[src/rtl/mux_nway_arb.sv]
// N-way, W-bit registered selector with valid/ready handshaking.
// Ways are picked either by an explicit index or round-robin starting after the last way served.
module mux_nway_arb #(
  parameter int WIDTH = 32,
  parameter int WAYS  = 4,
  localparam int SEL_W = $clog2(WAYS)
) (
  input  logic                  clk,
  input  logic                  rst_n,
  input  logic [WAYS*WIDTH-1:0] in_data,
  input  logic [WAYS-1:0]       in_valid,
  output logic [WAYS-1:0]       in_ready,
  input  logic                  mode,
  input  logic [SEL_W-1:0]      sel,
  output logic [WIDTH-1:0]      data_out,
  output logic                  out_valid,
  input  logic                  out_ready,
  output logic [SEL_W-1:0]      grant
);

  localparam logic [SEL_W:0]   WAYS_L  = (SEL_W+1)'(WAYS);
  localparam logic [SEL_W-1:0] RR_INIT = SEL_W'(WAYS-1);

  logic             can_load_s;
  logic             cand_valid_s;
  logic             xfer_s;
  logic             hit_s;
  logic [SEL_W-1:0] cand_s;
  logic [SEL_W:0]   idx_s;
  logic [WIDTH-1:0] cand_data_s;
  logic [WAYS-1:0]  in_ready_s;

  logic [WIDTH-1:0] data_r;
  logic             out_valid_r;
  logic [SEL_W-1:0] grant_r;
  logic [SEL_W-1:0] rr_ptr_r;

  // Candidate search: explicit index in fixed mode, first valid way after rr_ptr otherwise
  always_comb begin
    cand_valid_s = 1'b0;
    cand_s       = {SEL_W{1'b0}};
    idx_s        = {(SEL_W+1){1'b0}};
    hit_s        = 1'b0;
    if (mode) begin
      for (int k = 1; k <= WAYS; k++) begin
        idx_s = {1'b0, rr_ptr_r} + k[SEL_W:0];
        // Sum never exceeds 2*WAYS-1, so one subtraction is a full modulo
        idx_s = (idx_s >= WAYS_L) ? (idx_s - WAYS_L) : idx_s;
        for (int i = 0; i < WAYS; i++) begin
          hit_s        = !cand_valid_s && in_valid[i] && (idx_s == i[SEL_W:0]);
          cand_s       = hit_s ? i[SEL_W-1:0] : cand_s;
          cand_valid_s = cand_valid_s | hit_s;
        end
      end
    end else begin
      // Only indices below WAYS are compared, so an out-of-range sel matches nothing
      for (int i = 0; i < WAYS; i++) begin
        hit_s        = (sel == i[SEL_W-1:0]) && in_valid[i];
        cand_s       = hit_s ? i[SEL_W-1:0] : cand_s;
        cand_valid_s = cand_valid_s | hit_s;
      end
    end
  end

  // Handshake: accept the candidate only when the output stage is empty or draining
  always_comb begin
    can_load_s  = !out_valid_r || out_ready;
    xfer_s      = can_load_s && cand_valid_s;
    in_ready_s  = {WAYS{1'b0}};
    cand_data_s = {WIDTH{1'b0}};
    for (int i = 0; i < WAYS; i++) begin
      in_ready_s[i] = xfer_s && (cand_s == i[SEL_W-1:0]);
      cand_data_s   = (cand_s == i[SEL_W-1:0]) ? in_data[i*WIDTH +: WIDTH] : cand_data_s;
    end
  end

  // Output register and round-robin pointer
  always_ff @(posedge clk or negedge rst_n) begin
    if (!rst_n) begin
      data_r      <= {WIDTH{1'b0}};
      out_valid_r <= 1'b0;
      grant_r     <= {SEL_W{1'b0}};
      rr_ptr_r    <= RR_INIT;
    end else if (xfer_s) begin
      data_r      <= cand_data_s;
      out_valid_r <= 1'b1;
      grant_r     <= cand_s;
      rr_ptr_r    <= cand_s;
    end else if (out_ready) begin
      out_valid_r <= 1'b0;
    end else begin
      out_valid_r <= out_valid_r;
    end
  end

  assign in_ready  = in_ready_s;
  assign data_out  = data_r;
  assign out_valid = out_valid_r;
  assign grant     = grant_r;

endmodule
[config.mk]
export PLATFORM = sky130hd
export DESIGN_NAME = mux_nway_arb
export DESIGN_NICKNAME = d
export VERILOG_FILES = /design/src/rtl/mux_nway_arb.sv
export SDC_FILE = /design/constraint.sdc
export NUM_CORES = 1
export LEC_CHECK = 0
export ABC_CLOCK_PERIOD_IN_PS = 3500
export BUFFER_PORTS_ARGS = -buffer_cell sky130_fd_sc_hd__buf_2
export CAP_MARGIN = 25
export CORE_AREA = 3 3 93 77
export CTS_BUF_LIST = sky130_fd_sc_hd__clkbuf_4 sky130_fd_sc_hd__clkbuf_8
export DETAILED_ROUTE_END_ITERATION = 10
export DIE_AREA = 0 0 96 80
export HOLD_SLACK_MARGIN = 0.05
export PLACE_DENSITY = 0.93
export SYNTH_ARGS = -nofsm -noshare
export SYNTH_HDL_FRONTEND = slang
export SYNTH_SLANG_ARGS = --single-unit
[constraint.sdc]
create_clock -name clk -period 3.5 [get_ports clk]
set_input_delay 0.7 -clock clk [delete_from_list [all_inputs] [get_ports clk]]
set_output_delay 0.7 -clock clk [all_outputs]
set_load 0.01 [all_outputs]
# Word-level counts from Yosys, hierarchy flattened
# Index checks and enable logic that the tools add are counted.
[op_classes]
n_addsub = 8
order_cmp = 4
n_eq_ne = 18
muxes = 30
bitwise_logic = 18
reduce_logical = 64
[op_table]
columns = ["cell", "n"]
rows = [
  ["32-bit 2-to-1 mux", 4],
  ["1-bit logical AND", 40],
  ["2-bit 2-to-1 mux", 17],
  ["3-bit by 2-bit equality test with 1-bit output (second input constant)", 8],
  ["1-bit bitwise OR", 18],
  ["1-bit zero test", 16],
  ["3-bit by 1-bit equality test with 1-bit output (second input constant)", 4],
  ["3-bit greater-or-equal comparator (second input constant)", 4],
  ["3-bit zero test", 4],
  ["3-bit 2-to-1 mux", 4],
  ["3-bit subtractor (second input constant)", 4],
  ["2-bit equality test (second input constant)", 4],
  ["2-bit by 2-bit adder with 3-bit output (second input constant)", 2],
  ["1-bit 2-to-1 mux", 5],
  ["2-bit by 1-bit equality test with 1-bit output (second input constant)", 2],
  ["2-bit zero test", 2],
  ["2-bit by 1-bit adder with 3-bit output (second input constant)", 1],
  ["2-bit by 3-bit adder with 3-bit output (second input constant)", 1],
  ["2-bit nonzero test", 1],
  ["1-bit logical OR", 1],
]
[word_totals]
ff_bits = 37
input_bits = 138
output_inout_bits = 39
elab_cells = 146

# Depth between registers and ports, before layout
# Gate-level depths: netlist (run 1).
[depth]
word_depth = 71
ltp_mapped = 7
ltp_nobuf = 5

# Worst setup path before layout (run 1)
# OpenSTA, ideal clock, no wires.
[synth_timing]
kind = "input to output"
from = "in in_valid[3]"
to = "out in_ready[0]"
arrival_time_ns = 1.980
t_required_ns = 2.800
slack_ns = 0.820
path_stages = 6
path_buffers = 2
cell_sequence = "nor2b_1 > o21a_1 > o32a_1 > buf_4 > buf_6 > nor3_1"
[synth_between]
elab_chain_cells = 54
elab_cells_between_ends = 72
cone_classes = "16 x mux; 14 x bitwise; 42 x reduce/logical"
[synth_lines]
columns = ["item", "line", "text"]
rows = [
  ["from (decl)", "11", "input logic [WAYS-1:0] in_valid,"],
  ["1-bit logical AND (2 in a row)", "50", "hit_s = !cand_valid_s && in_valid[i] && (idx_s == i[SEL_W:0]);"],
  ["1-bit bitwise OR", "52", "cand_valid_s = cand_valid_s | hit_s;"],
  ["1-bit zero test", "50", ""],
  ["1-bit logical AND (2 in a row)", "50", ""],
  ["1-bit bitwise OR", "52", ""],
  ["1-bit zero test", "50", ""],
  ["1-bit logical AND (2 in a row)", "50", ""],
  ["1-bit bitwise OR", "52", ""],
  ["(+33 left out)", "--", ""],
  ["1-bit logical AND (2 in a row)", "50", ""],
  ["1-bit bitwise OR", "52", ""],
  ["1-bit zero test", "50", ""],
  ["1-bit logical AND (2 in a row)", "50", ""],
  ["2-bit 2-to-1 mux / 1-bit bitwise OR (equally long branches)", "51, 52", ""],
  ["2-bit 2-to-1 mux / 1-bit 2-to-1 mux (equally long branches)", "44", "if (mode) begin"],
  ["2-bit zero test / 1-bit logical AND (equally long branches)", "72, 68", ""],
  ["1-bit logical AND (*)", "72", "in_ready_s[i] = xfer_s && (cand_s == i[SEL_W-1:0]);"],
  ["to (decl)", "12", "output logic [WAYS-1:0] in_ready,"],
]
# Every way passes the cells marked *; elsewhere a longest branch is shown, timed or not.

# Final worst setup path (run 1)
[layout_timing]
from = "reg rr_ptr_r[1]"
to = "out in_ready[0]"
[layout_between]
elab_chain_cells = 68
elab_cells_between_ends = 113
cone_classes = "8 x add/sub; 4 x order compare; 12 x eq/ne; 21 x mux; 15 x bitwise; 53 x reduce/logical"
[layout_lines]
columns = ["item", "line", "text"]
rows = [
  ["from (decl)", "36", "logic [SEL_W-1:0] rr_ptr_r;"],
  ["from (signal assigned)", "88", "rr_ptr_r <= cand_s;"],
  ["2-bit by 1-bit adder with 3-bit output", "46", "idx_s = {1'b0, rr_ptr_r} + k[SEL_W:0];"],
  ["3-bit subtractor / 3-bit greater-or-equal comparator (equally long branches)", "48", "idx_s = (idx_s >= WAYS_L) ? (idx_s - WAYS_L) : idx_s;"],
  ["3-bit 2-to-1 mux", "48", ""],
  ["3-bit zero test", "50", ""],
  ["1-bit logical AND", "50", ""],
  ["1-bit zero test", "50", ""],
  ["1-bit logical AND (2 in a row)", "50", ""],
  ["1-bit bitwise OR", "52", ""],
  ["(+49 left out)", "--", ""],
  ["1-bit logical AND (2 in a row)", "50", ""],
  ["1-bit bitwise OR", "52", ""],
  ["1-bit zero test", "50", ""],
  ["1-bit logical AND (2 in a row)", "50", ""],
  ["2-bit 2-to-1 mux / 1-bit bitwise OR (equally long branches)", "51, 52", ""],
  ["2-bit 2-to-1 mux / 1-bit 2-to-1 mux (equally long branches)", "44", ""],
  ["2-bit zero test / 1-bit logical AND (equally long branches)", "72, 68", ""],
  ["1-bit logical AND (*)", "72", ""],
]
# Marked as above.

==> load_flow_metrics.sql, run 1 <==
INSERT INTO impl_metrics (metric_group, metric, value, unit) VALUES
('run_status', 'run_status', 'finished clean', ''),
('sta', 'grt_setup_unrepaired', 'no', ''),
('floorplanning', 'initial_standard_cell_utilization_of_the_core', '0.485', ''),
('job', 'max_cap_viol_count', '0', ''),
('layout', 'antenna-diode-count', '0', ''),
('routing', 'detail_route.first_pass.iterations', '4', ''),
('synth', 'synth.area.mux_share', '0.0248', ''),
('synth', 'netlist_top_cells_area', 'dfrtp_1 (28%), a211oi_2 (18%), and3_1 (13%)', ''),
('routing', 'routed_wl', '9340', 'um'),
('critical_path', 'reg2reg_setup_slack', '0.72', 'ns'),
('synth', 'fraction_of_the_mapped_netlist_area_in_adder_cells', '0', ''),
('clocking', 'postCtsSetupRepairBufs', '0', ''),
('clocking', 'cts.reportedPaths.clkPinSlew', '0.07', 'ns'),
('sta', 'timing.max_slew.rel_slack', '0.424', ''),
('grt', 'grt_pass1_wl', '14000', 'um'),
('routing', 'first_iter_violations', '100', ''),
('pwr', 'power.leakage', '0.00197', 'uW'),
('critical_path', 'timing.critical_path.cells', 'o21ai_0 -> o211ai_4 -> nand2_4 -> nor3_1 -> buf_2', ''),
('pwr', 'cellPowerDensity', '455', 'nW/um2'),
('layout', 'fillerInstances', '547', ''),
('clocking', 'cts_resized', '0', ''),
('grt', 'grt_max_degree', '41', ''),
('synth', 'synth_area_per_cell', '10.3', 'um2'),
('sta', 'report.final.slew_viol_count', '0', ''),
('clocking', 'cts-buffers-inserted', '5', ''),
('sta', 'final.setup.tns', '0', 'ns'),
('layout', 'cell_area_after_layout', '4000', 'um2'),
('place', 'numPlacedInstances', '531', ''),
('sta', 'slew_at_the_pin_closest_to_its_max_slew_limit', '0.864', 'ns'),
('synth', 'ys_ff_latch', '37', ''),
('synth', 'synth_most_common_cell', 'and3_1', ''),
('floorplanning', 'placeableCoreArea', '6340', 'um2'),
('place', 'dp.final_hpwl', '6970', 'um'),
('critical_path', 'timing.critical_path.slowest_stage_cell', 'o211ai_4', ''),
('critical_path', 'crit_path_end_kind', 'output pin', ''),
('floorplanning', 'floorplan.die_area', '7680', 'um2'),
('pwr', 'total_power', '1820', 'uW'),
('synth', 'ys_types', '32', ''),
('clocking', 'postCtsHoldBufs', '0', ''),
('critical_path', 'cp.buffers_inverters', '1', ''),
('critical_path', 'worst-endpoint-required', '2.80', 'ns'),
('sta', 'final-hold-violation-count', '0', ''),
('layout', 'synthToLayoutAreaGrowth', '30.1', '%'),
('synth', 'xor_xnor_cell_area_share_of_the_yosys_netlist', '0', ''),
('synth', 'synth_largest_type_area_fraction', '0.285', ''),
('floorplanning', 'fp.dieW', '96', 'um'),
('critical_path', 'critPathKind', 'reg -> out', ''),
('layout', 'number_of_nets_in_the_finished_design', '592', ''),
('sta', 'maxClockFrequency', '306', 'MHz'),
('floorplanning', 'die-height', '80', 'um'),
('synth', 'dominant_cell_type_by_area_after_synthesis', 'dfrtp_1', ''),
('clocking', 'cts-root-to-sink-buffers', '2', ''),
('critical_path', 'crit_path_max_fanout', '33', ''),
('place', 'port_buffers', '176', ''),
('synth', 'synth_area', '3070', 'um2'),
('synth', 'synth-warning-count', '0', ''),
('pwr', 'vdd_drop_max', '0.000192', 'V'),
('sta', 'setup_viol', '0', ''),
('synth', 'synth_commonest_cells', 'and3_1 (64), a211oi_2 (44), dfrtp_1 (35)', ''),
('clocking', 'clk-insertion-delay-late', '0.29', 'ns'),
('grt', 'grt-ovfl-total', '0', ''),
('synth', 'edff_count_synth', '0', ''),
('synth', 'syn_nets', '437', ''),
('synth', 'yosys.area_share.simple', '0.200', ''),
('routing', 'drc', '0', ''),
('grt', 'antenna_found_initial', '0', ''),
('clocking', 'tritoncts_clock_tree', 'done', ''),
('synth', 'synth_async_sr_flop_share', '1.00', ''),
('clocking', 'h-tree-depth', '2', ''),
('clocking', 'cts.root.buffer_cell', 'clkbuf_8', ''),
('sta', 'tmin_final', '3.27', 'ns');
[worst min-delay path, stage by stage (launching register included)]
cell,delay (ns)
dfrtp_1,0.34
nand2_1,0.06
o31ai_2,0.05
[layout by cell type (no fill, tap or decap), types with 4 or more instances in the layout]
| master | count |
|---|---|
| clkbuf_8 | 5 |
| buf_4 | 8 |
| a211oi_1 | 20 |
| dfrtp_1 | 35 |
| nand2_1 | 32 |
| a211oi_2 | 44 |
| buf_2 | 176 |
| o31ai_2 | 32 |
| and3_1 | 64 |
| nor3_1 | 4 |
[metal layers]
layer | part of all wire | up-vias | GRT usage
met5 | 0 | - | 0
met4 | 0.016 | 0 | 0.0753
met3 | 0.078 | 14 | 0.0443
met2 | 0.50 | 140 | 0.405
met1 | 0.41 | 1429 | 0.294
li1 | - | 1463 | -
[through the flow]
stage                     utilization  hold WS, ns
after detailed placement        0.616        0.470
after global routing            0.630        0.510
after global placement          0.616        0.460
final                           0.630        0.482
after floorplan                     -        0.404
after CTS                       0.630        0.486
[state kept, by name, indices dropped and copies added (netlist names)]
name,count
out_valid,1
grant,2
data_out,32
rr_ptr_r,2
[report_power, final]
| part | switching [uW] | internal, uW | leakage [uW] |
|---|---|---|---|
| combinational | 507 | 383 | 0.00147 |
| clock | 149 | 165 | 0.0000498 |
| sequential | 64.8 | 549 | 0.000445 |
| total | 721 | 1100 | 0.00197 |
[cells by family (layout without fill, tap and decap cells)]
kind of cell,Yosys count,count (layout)
flops,37,37
buf+inv,37,193
mux,6,6
simple gates,111,111
compound gates,108,108
[cell type report]
| cell class | count | area [um2] | share of cell area |
|---|---|---|---|
| Multi-Input combinational cell | 225 | 1930 | 0.482 |
| Tap cell | 84 | 105 | 0.0263 |
| Clock buffer | 8 | 91.3 | 0.0228 |
| Inverter | 1 | 3.75 | 0.000939 |
| Sequential cell | 37 | 928 | 0.232 |
| Timing Repair Buffer | 184 | 941 | 0.235 |
[worst paths after layout]
path | cells after the start | to | start
hold / removal | 2 | data_out[27] | data_out[27]
hold reg to reg | 2 | data_out[27] | data_out[27]
setup reg to reg | 6 | data_out[18] | rr_ptr_r[1]
setup / recovery | 5 | in_ready[0] | rr_ptr_r[1]
min in group asynchronous | 1 | data_out[29] | rst_n
max in group asynchronous | 1 | data_out[7] | rst_n
No activity file was read; power rests on OpenSTA's default activity.
==> inputs of run 2 (changes only) <==
--- a/config.mk
+++ b/config.mk
@@ -8,12 +8,12 @@
 export ABC_CLOCK_PERIOD_IN_PS = 3500
 export BUFFER_PORTS_ARGS = -buffer_cell sky130_fd_sc_hd__buf_2
 export CAP_MARGIN = 25
-export CORE_AREA = 3 3 93 77
+export CORE_AREA = 2 2 92 76
 export CTS_BUF_LIST = sky130_fd_sc_hd__clkbuf_4 sky130_fd_sc_hd__clkbuf_8
 export DETAILED_ROUTE_END_ITERATION = 10
-export DIE_AREA = 0 0 96 80
+export DIE_AREA = 0 0 94 78
 export HOLD_SLACK_MARGIN = 0.05
-export PLACE_DENSITY = 0.93
+export PLACE_DENSITY = 0.87
 export SYNTH_ARGS = -nofsm -noshare
 export SYNTH_HDL_FRONTEND = slang
 export SYNTH_SLANG_ARGS = --single-unit
==> load_flow_metrics.sql, run 2 (synthesis gave the netlist of run 1 again) <==
INSERT INTO impl_metrics (metric_group, metric, value, unit) VALUES
('run_status', 'run_status', 'finished clean', ''),
('floorplanning', 'die-height', '78', 'um'),
('grt', 'grt_pass1_wl', '14400', 'um'),
('layout', 'register_area', '928', 'um2'),
('layout', 'synthToLayoutAreaGrowth', '30.2', '%'),
('min_path', 'hold_path_start', 'data_out[2]', ''),
('sta', 'timing.max_slew.rel_slack', '0.423', ''),
('routing', 'drc', '0', ''),
('layout', 'multi_input_comb_area', '1930', 'um2'),
('grt', 'grt-ovfl-total', '0', ''),
('grt', 'antenna_found_initial', '0', ''),
('critical_path', 'crit_path_end_kind', 'output pin', ''),
('min_path', 'min_to', 'data_out[2]', ''),
('min_path', 'hold_path_class', 'reg -> reg', ''),
('sta', 'report.final.slew_viol_count', '0', ''),
('clocking', 'cts.reportedPaths.clkPinSlew', '0.08', 'ns'),
('layout', 'final_util', '0.631', ''),
('layout', 'mostFrequentLayoutCell', 'buf_2', ''),
('grt', 'use_met2', '0.427', ''),
('critical_path', 'timing.rr.start', 'rr_ptr_r[1]', ''),
('sta', 'slew_at_the_pin_closest_to_its_max_slew_limit', '0.866', 'ns'),
('grt', 'first_global_vias', '2972', ''),
('sta', 'fin_crit_sh', '0.899', ''),
('routing', 'ant_nets', '0', ''),
('clocking', 'cts_resized', '0', ''),
('grt', 'grt_busiest_layer', 'met2', ''),
('routing', 'wl_per_cell', '16.7', 'um'),
('grt', 'grt_util_met1', '0.311', ''),
('routing', 'drt-vias-per-instance', '5.65', ''),
('sta', 'maxClockFrequency', '318', 'MHz'),
('clocking', 'clkSinkCount', '37', ''),
('pwr', 'cellPowerDensity', '449', 'nW/um2'),
('sta', 'tmin_final', '3.15', 'ns'),
('floorplanning', 'fp-row-count', '26', ''),
('routing', 'detail_route.first_pass.iterations', '4', ''),
('sta', 'setup_viol', '0', ''),
('critical_path', 'crit_path_max_fanout', '28', ''),
('critical_path', 'cp-start-kind', 'input port', ''),
('routing', 'first_iter_violations', '140', ''),
('floorplanning', 'io-pin-count', '177', ''),
('job', 'max_cap_viol_count', '0', ''),
('layout', 'number_of_nets_in_the_finished_design', '593', ''),
('layout', 'final_cell_mix', 'buf_2 (176), and3_1 (64), a211oi_2 (44), dfrtp_1 (35)', ''),
('clocking', 'postCtsHoldBufs', '0', ''),
('grt', 'grt_max_degree', '43', ''),
('layout', 'antenna-diode-count', '0', ''),
('grt', 'grt_util_all_layers', '0.245', ''),
('clocking', 'cts-buffers-inserted', '5', ''),
('min_path', 'min_delay_path_depth', '2', ''),
('floorplanning', 'floorplan.die_area', '7330', 'um2'),
('critical_path', 'critPathKind', 'in -> out', ''),
('critical_path', 'reg2reg_depth', '6', ''),
('floorplanning', 'fp.dieW', '94', 'um'),
('clocking', 'clk-insertion-delay-late', '0.29', 'ns'),
('clocking', 'tritoncts_clock_tree', 'done', ''),
('layout', 'layout_cell_share_with_drive_strength_beyond_1', '0.618', ''),
('sta', 'final-hold-violation-count', '0', ''),
('clocking', 'postCtsSetupRepairBufs', '0', ''),
('clocking', 'h-tree-depth', '2', ''),
('place', 'finalWeightedCongestion', '0.800', ''),
('routing', 'vias', '3050', ''),
('layout', 'fillerInstances', '543', ''),
('sta', 'grt_setup_unrepaired', 'no', ''),
('pwr', 'power.leakage', '0.00197', 'uW'),
('sta', 'skew', '0.00674', 'ns'),
('critical_path', 'worst-endpoint-required', '2.80', 'ns'),
('place', 'port_buffers', '176', ''),
('routing', 'routed_wl', '9010', 'um'),
('clocking', 'cts-root-to-sink-buffers', '2', ''),
('critical_path', 'worst_r2r_endpoint', 'data_out[15]', ''),
('place', 'dp.final_hpwl', '6690', 'um'),
('grt', 'grt_util_met3', '0.0495', ''),
('sta', 'final.setup.tns', '0', 'ns'),
('clocking', 'cts.root.buffer_cell', 'clkbuf_8', ''),
('critical_path', 'worst-endpoint-arrival', '2.45', 'ns'),
('critical_path', 'reg2reg_setup_slack', '0.73', 'ns'),
('layout', 'largest_register_ff_count', '32', ''),
('pwr', 'vdd_drop_max', '0.000192', 'V'),
('floorplanning', 'initial_standard_cell_utilization_of_the_core', '0.485', ''),
('floorplanning', 'placeableCoreArea', '6340', 'um2');
run 2: cell types whose count changed in the layout (fill, tap and decap cells not counted):
cell / previous run / this run
clkinvlp_4: 0 / 1
buf_4: 8 / 9
clkbuf_4: 3 / 0
clkinv_2: 0 / 2
run 2: report_power, final:
group	switching [uW]	internal [uW]	leakage (uW)
combinational	500	384	0.00148
clock	160	138	0.0000439
sequential	67.9	549	0.000445
total	728	1070	0.00197
run 2: area by class of cell:
class | count | area share
multi-input cells | 225 | 0.482
flip-flops and latches | 37 | 0.232
inverters | 1 | 0.000938
clock inverters | 3 | 0.00438
clock buffers | 5 | 0.0172
repair buffers | 185 | 0.237
well taps | 84 | 0.0263
run 2: worst max-delay path, stage by stage:
cell and delay, ns:
buf_2 0.13, or3b_1 0.43, o211ai_4 0.29, nand2_4 0.42, nor3_1 0.28, buf_2 0.16
run 2: metal layers:
metal / routed length, um / vias to the layer above
met5: 0 / -
met4: 86 / 0
met3: 672 / 8
met2: 4520 / 140
met1: 3730 / 1439
li1: - / 1463
run 2: worst max-delay path by stage:
stage	startpoint	endpoint	slack (ns)	cells after the start
floorplan	in_valid[3]	in_ready[0]	0.82	6
global placement	in_valid[3]	in_ready[1]	0.42	6
finish	in_valid[1]	in_ready[1]	0.35	6
global route	rr_ptr_r[1]	in_ready[1]	0.14	5
detailed placement	in_valid[1]	in_ready[1]	0.36	6
CTS	in_valid[1]	in_ready[1]	0.36	6
run 2: metrics by stage:
| step | hold slack [ns] | std cells | instance area (um2) | power, uW | setup slack, ns |
|---|---|---|---|---|---|
| 2_1_floorplan | 0.404 | 299 | 3070 | 1230 | 0.820 |
| 3_3_place_gp | 0.459 | 532 | 3920 | 1480 | 0.424 |
| 3_5_place_dp | 0.471 | 532 | 3920 | 1520 | 0.364 |
| 4_1_cts | 0.489 | 540 | 4000 | 1810 | 0.359 |
| 5_1_grt | 0.514 | 540 | 4000 | 1920 | 0.136 |
| 6_report | 0.485 | 540 | 4000 | 1800 | 0.353 |
